===== src/rtl/operand_loader_pkg.sv =====
// operand_loader_pkg: shared types and default parameters for the operand loader.
//   load_state_e        - FSM state (LOAD_A, LOAD_B, SHOW)
//   OPERAND_W_DEF       - default operand width
//   DEBOUNCE_CYCLES_DEF - default debounce length (1 ms at 50 MHz)
package operand_loader_pkg;
  localparam int OPERAND_W_DEF       = 8;
  localparam int DEBOUNCE_CYCLES_DEF = 50000;

  typedef enum logic [1:0] {LOAD_A, LOAD_B, SHOW} load_state_e;
endpackage


===== src/rtl/operand_loader_if.sv =====
// operand_loader_if: switch/button inputs and operand outputs of the operand loader.
//   sw, key_n          - raw switch value and raw active-low button (driven by master)
//   a, b               - held operands
//   sel_b              - 1 when the next press loads B
//   operands_valid     - complete, freshly loaded pair
//   load_pulse         - one-cycle strobe after an a/b update
// Modports: master (board/bench side), slave (operand_loader).
import operand_loader_pkg::*;

interface operand_loader_if #(parameter int OPERAND_W = OPERAND_W_DEF);
  logic [OPERAND_W-1:0] sw;
  logic                 key_n;
  logic [OPERAND_W-1:0] a;
  logic [OPERAND_W-1:0] b;
  logic                 sel_b;
  logic                 operands_valid;
  logic                 load_pulse;

  modport master (output sw, key_n, input a, b, sel_b, operands_valid, load_pulse);
  modport slave  (input sw, key_n, output a, b, sel_b, operands_valid, load_pulse);
endinterface


===== src/rtl/operand_loader_key_debouncer.sv =====
// key_debouncer: 2-flop synchroniser, stability counter and press detect for
// a raw active-low push button.
//   clk, rst_n - clock, asynchronous active-low reset
//   key_n      - raw button, asynchronous to clk
//   press      - one-cycle strobe on a debounced 1->0 transition
//   level      - debounced button level (1 = released)
import operand_loader_pkg::*;

module key_debouncer #(
  parameter int DEBOUNCE_CYCLES = DEBOUNCE_CYCLES_DEF
) (
  input  logic clk,
  input  logic rst_n,
  input  logic key_n,
  output logic press,
  output logic level
);
  localparam int CNT_W = $clog2(DEBOUNCE_CYCLES + 1);

  logic [1:0]       sync;
  logic             key_s;
  logic [CNT_W-1:0] cnt;

  assign key_s = sync[1];

  // Synchroniser and level reset to "released" so a key held through reset
  // release still registers as one press.
  always_ff @(posedge clk or negedge rst_n) begin
    if (!rst_n) begin
      sync  <= 2'b11;
      level <= 1'b1;
      cnt   <= '0;
      press <= 1'b0;
    end else begin
      sync  <= {sync[0], key_n};
      press <= 1'b0;
      if (key_s == level) begin
        cnt <= '0;                        // any bounce restarts the count
      end else if (cnt == CNT_W'(DEBOUNCE_CYCLES - 1)) begin
        level <= key_s;
        cnt   <= '0;
        press <= ~key_s;                  // only the falling edge is a press
      end else begin
        cnt <= cnt + 1'b1;
      end
    end
  end
endmodule


===== src/rtl/operand_loader.sv =====
// operand_loader: captures operand A then B from the slide switches on
// successive debounced button presses and holds them for the multiplier.
//   clk, rst_n - clock, asynchronous active-low reset
//   bus        - operand_loader_if.slave (sw, key_n in; a, b, sel_b,
//                operands_valid, load_pulse out)
// Build option: SW_ACTIVE_LOW_EN captures ~sw so a/b come out true-polarity
// on boards whose switches read 0 when up.
import operand_loader_pkg::*;

module operand_loader #(
  parameter int OPERAND_W       = OPERAND_W_DEF,
  parameter int DEBOUNCE_CYCLES = DEBOUNCE_CYCLES_DEF
) (
  input logic                clk,
  input logic                rst_n,
  operand_loader_if.slave    bus
);
  load_state_e          state, state_nxt;
  logic                 press, key_level;
  logic                 load_a, load_b;
  logic [OPERAND_W-1:0] cap;
  logic [OPERAND_W-1:0] a_q, b_q;
  logic                 valid_q, pulse_q;

  key_debouncer #(.DEBOUNCE_CYCLES(DEBOUNCE_CYCLES)) u_deb (
    .clk   (clk),
    .rst_n (rst_n),
    .key_n (bus.key_n),
    .press (press),
    .level (key_level)
  );

`ifdef SW_ACTIVE_LOW_EN
  assign cap = ~bus.sw;
`else
  assign cap = bus.sw;
`endif

  always_ff @(posedge clk or negedge rst_n) begin
    if (!rst_n) state <= LOAD_A;
    else        state <= state_nxt;
  end

  // The strobe is only ever high while the debounced key is down; gating on
  // the level keeps a load tied to a held key.
  always_comb begin
    state_nxt = state;
    load_a    = 1'b0;
    load_b    = 1'b0;
    if (press && !key_level) begin
      case (state)
        LOAD_A:  begin load_a = 1'b1; state_nxt = LOAD_B; end
        LOAD_B:  begin load_b = 1'b1; state_nxt = SHOW;   end
        SHOW:    begin load_a = 1'b1; state_nxt = LOAD_B; end
        default: state_nxt = LOAD_A;
      endcase
    end
  end

  always_ff @(posedge clk or negedge rst_n) begin
    if (!rst_n) begin
      a_q     <= '0;
      b_q     <= '0;
      valid_q <= 1'b0;
      pulse_q <= 1'b0;
    end else begin
      pulse_q <= load_a | load_b;
      if (load_a) begin
        a_q     <= cap;
        valid_q <= 1'b0;                  // a new A invalidates the old pair
      end
      if (load_b) begin
        b_q     <= cap;
        valid_q <= 1'b1;
      end
    end
  end

  assign bus.a              = a_q;
  assign bus.b              = b_q;
  assign bus.operands_valid = valid_q;
  assign bus.load_pulse     = pulse_q;
  assign bus.sel_b          = (state == LOAD_B);
endmodule


===== src/flat_wrapper.sv =====
// flat-port wrapper written by rule: the top's interface ports become plain ports
module operand_loader_flat 
#(
  parameter int OPERAND_W       = OPERAND_W_DEF,
  parameter int DEBOUNCE_CYCLES = DEBOUNCE_CYCLES_DEF
)
  (clk, rst_n, bus_sw, bus_key_n, bus_a, bus_b, bus_sel_b, bus_operands_valid, bus_load_pulse);
  operand_loader_if #(.OPERAND_W(OPERAND_W)) bus_i ();
  input logic clk;
  input logic rst_n;
  input wire logic [$bits(bus_i.sw)-1:0] bus_sw;
  input wire logic [$bits(bus_i.key_n)-1:0] bus_key_n;
  output wire logic [$bits(bus_i.a)-1:0] bus_a;
  output wire logic [$bits(bus_i.b)-1:0] bus_b;
  output wire logic [$bits(bus_i.sel_b)-1:0] bus_sel_b;
  output wire logic [$bits(bus_i.operands_valid)-1:0] bus_operands_valid;
  output wire logic [$bits(bus_i.load_pulse)-1:0] bus_load_pulse;
  assign bus_i.sw = bus_sw;
  assign bus_i.key_n = bus_key_n;
  assign bus_a = bus_i.a;
  assign bus_b = bus_i.b;
  assign bus_sel_b = bus_i.sel_b;
  assign bus_operands_valid = bus_i.operands_valid;
  assign bus_load_pulse = bus_i.load_pulse;
  operand_loader #(.OPERAND_W(OPERAND_W), .DEBOUNCE_CYCLES(DEBOUNCE_CYCLES)) u_core (.clk(clk), .rst_n(rst_n), .bus(bus_i));
endmodule

===== config.mk =====
export PLATFORM = sky130hd
export DESIGN_NAME = operand_loader_flat
export DESIGN_NICKNAME = d
export VERILOG_FILES = /design/src/rtl/operand_loader_pkg.sv /design/src/rtl/operand_loader_if.sv /design/src/rtl/operand_loader_key_debouncer.sv /design/src/rtl/operand_loader.sv /design/src/flat_wrapper.sv
export SDC_FILE = /design/constraint.sdc
export NUM_CORES = 1
export LEC_CHECK = 0
export BUFFER_PORTS_ARGS = -buffer_cell sky130_fd_sc_hd__buf_4
export CORE_MARGIN = 3
export CORE_UTILIZATION = 55
export CTS_BUF_LIST = sky130_fd_sc_hd__clkbuf_8 sky130_fd_sc_hd__clkbuf_16
export DETAILED_ROUTE_END_ITERATION = 12
export PLACE_DENSITY = 0.89
export SETUP_SLACK_MARGIN = 0.5
export SYNTH_ARGS = -nofsm -noshare
export SYNTH_HDL_FRONTEND = slang
export SYNTH_HIERARCHICAL = 1
export SYNTH_SLANG_ARGS = --single-unit

===== constraint.sdc =====
create_clock -name clk -period 1.7 [get_ports clk]
set_clock_uncertainty 0.05 [all_clocks]
set_input_delay 0.34 -clock clk [delete_from_list [all_inputs] [get_ports clk]]
set_output_delay 0.34 -clock clk [all_outputs]
set_load 0.02 [all_outputs]

==> run summary <==
status: completed
Layout Utilization: 84.8%
Max Cap Viol: 0
final antenna-violating net count: 0
fin crit period: 1450 ps
gpl congestion: 0.839
worst slew pin tran: 485 ps
Setup crit start kind: flop
Filler Cells Inserted: 133
Hold Path Class: in2reg
deepest clock path buffer count: 2
Worst Setup End Kind: flop
Routed WL per cell: 19.4 um
Critical path origin: u_core/u_deb/cnt[1]
CP arrival: 1570 ps
Tot Pwr: 1.84 mW
first-pass GRT wire length: 6.82 mm
Remaining Overflow, GRT: 0
DRT Pass-1 Iters: 4
Design Area, Final: 2650 um2
worst IR drop on VDD: 0.572 mV
Synth Cell Area: 1840 um2
number of synthesized flops with an enable pin: 0
Post-DP Area: 2110 um2
CTS Sinks: 40
core area: 3130 um2
full die area: 4070 um2
clk_lat worst skew: 310 ps
cell family with most CP delay: simple AND/OR/NAND/NOR gates
vias per cell: 5.65
DRC errors left: 0
Syn Inst Count: 139
post-synthesis average cell area: 13.2 um2
Yosys reg bits: 40
Die H: 63.8 um
Distinct cells, synth: 34
Die X: 63.8 um
clock tree root buffer cell: clkbuf_8
Seq/Total Area, Yosys: 54.7%
PortBufs: 29
Area Growth Syn to Fin: 44.5%
total length of routed wires: 4.85 mm
Reg2Reg Launch Point: u_core/u_deb/cnt[1]
slew margin rel.: 67.7%
period utilization: 85.1%
P_leak: 1.23 nW
Initial Util: 58.7%
clock-pin transition on the worst setup and hold timing paths: 70 ps
warnings from Yosys: 6
fraction of registers with async set/reset: 100%
H-tree Lvls: 2
via count: 1413
largest cells by area after synthesis: dfrtp_1 50%, mux2_2 9.8%, xnor2_1 4.8%
crit path cell chain: buf_4 > nand4_1 > buf_4 > nor2_1 > xnor2_1 > nor2_1
Final Max Tran Viols: 0
Row Count: 20
Buf+Inv Stages, Crit Path: 2
RSZ-0062 raised after global routing: true
Initial DRC Count: 90
Worst Min Path Start: bus_key_n
most used standard cell by instance count after synthesis: dfrtp_1
Hold Vio Cnt, Final: 0
CTS Buf Count: 5
vias in the first global route: 1371
CP max-delay cell: dfrtp_1
Antenna Cells: 0
final setup fails: 0
CP required: 1820 ps
layout cell share with drive strength beyond 1: 61.2%
GRT Util Overall: 22.3%
most frequent cells after synthesis: 37 x dfrtp_1, 16 x mux2_2, 11 x nor2_2
Fmax: 691 MHz
setup TNS: 0 ps
reg2reg setup slack: 250 ps
fin nets: 217
# IOs: 30
initial antenna violation count: 0
largest net degree at the start of global routing: 41
leading area contributor after synthesis: dfrtp_1
ys flop type: dfrtp_1
top cell type's share of synthesized area: 50.4%
Crit Path Max Fanout: 6
TritonCTS clock tree: yes
Cell Pwr Density: 692 nW/um2
Setup Crit Path Kind: reg2reg
CP peak stage delay: 370 ps
Post-Syn Nets: 151
dpl hpwl: 2.40 mm
[routing by layer]
metal	share of wire, %	up-vias	global-route usage [%]
met5	0	-	0
met4	2.0	0	8.36
met3	4.9	14	6.85
met2	51	56	38.5
met1	42	724	25.9
li1	-	619	-
[cells in the final DEF (no fill, tap or decap), types with 2 or more instances in the layout]
master,instances
mux2_4,13
dfrtp_1,31
dfstp_2,3
nand3_1,6
buf_6,21
nand4_1,6
and4bb_4,2
mux2_2,4
nand2_1,2
nor2_2,11
and3_1,2
buf_4,42
xnor2_1,10
dfrtp_2,6
clkbuf_8,5
nor4_2,3
xor2_1,5
nor4b_2,2
nor2_1,7
and4bb_1,2
[kinds of logic after synthesis]
logic type | after synthesis | share of synthesized area [%]
XOR/XNOR | 16 | 7.63
adder cells (fa/ha/maj) | 1 | 0.681
AND/OR/NAND/NOR | 55 | 21.9
multiplexers | 17 | 10.6
AO/OA/AOI/OAI | 3 | 1.16
flip-flops | 40 | 54.7
buffers and inverters | 7 | 3.34
[per-stage QoR]
stage,std cells,hold slack [ps],setup slack (ps)
CTS,236,88.2,289
detailed placement,207,287,73.3
floorplan,139,-5.59,286
finish,250,96.8,253
global placement,207,275,166
global route,250,80.4,198
[worst paths after layout]
kind / to / cells past startpoint
setup reg to reg: u_core/u_deb/cnt[5] / 6
min in group asynchronous: u_core/bus.b[7] / 2
max in group asynchronous: u_core/u_deb/cnt[5] / 2
setup / recovery: u_core/u_deb/cnt[5] / 6
hold / removal: u_core/u_deb/sync[0] / 1
hold reg to reg: u_core/u_deb/sync[1] / 0
[layout make-up]
class | instances | area (um2) | share of cell area, %
clock inverter | 3 | 42.5 | 1.60
inverter | 1 | 3.75 | 0.141
tap | 44 | 55.1 | 2.07
sequential | 40 | 1010 | 38.1
multi-input combinational | 93 | 910 | 34.3
clock buffer | 5 | 68.8 | 2.59
timing repair buffer | 64 | 562 | 21.2
[power breakdown]
part	internal (mW)	total (mW)	switching [mW]	leakage, nW
sequential	0.961	0.968	0.00750	0.536
clock	0.435	0.786	0.351	0.0541
combinational	0.0360	0.0815	0.0455	0.636
[sequential cells by signal, indices dropped and copies added (netlist names)]
name	count
u_core/bus.a	8
u_core/bus.b	8
u_core/bus.load_pulse	1
u_core/bus.operands_valid	1
u_core/state	2
u_core/u_deb/cnt	16
u_core/u_deb/level	1
u_core/u_deb/press	1
u_core/u_deb/sync	2
[what timing repair did]
item | CTS | global route
pin swaps | 8 | 6
gates resized for setup | 36 | 8
hold endpoints to repair | 37 | 0
cloned | 0 | 1
buffers inserted | 20 | 13
hold buffers | 1 | 0
endpoints found under the setup margin | 54 | 57
Note: power is estimated with default switching activity, not from simulation.
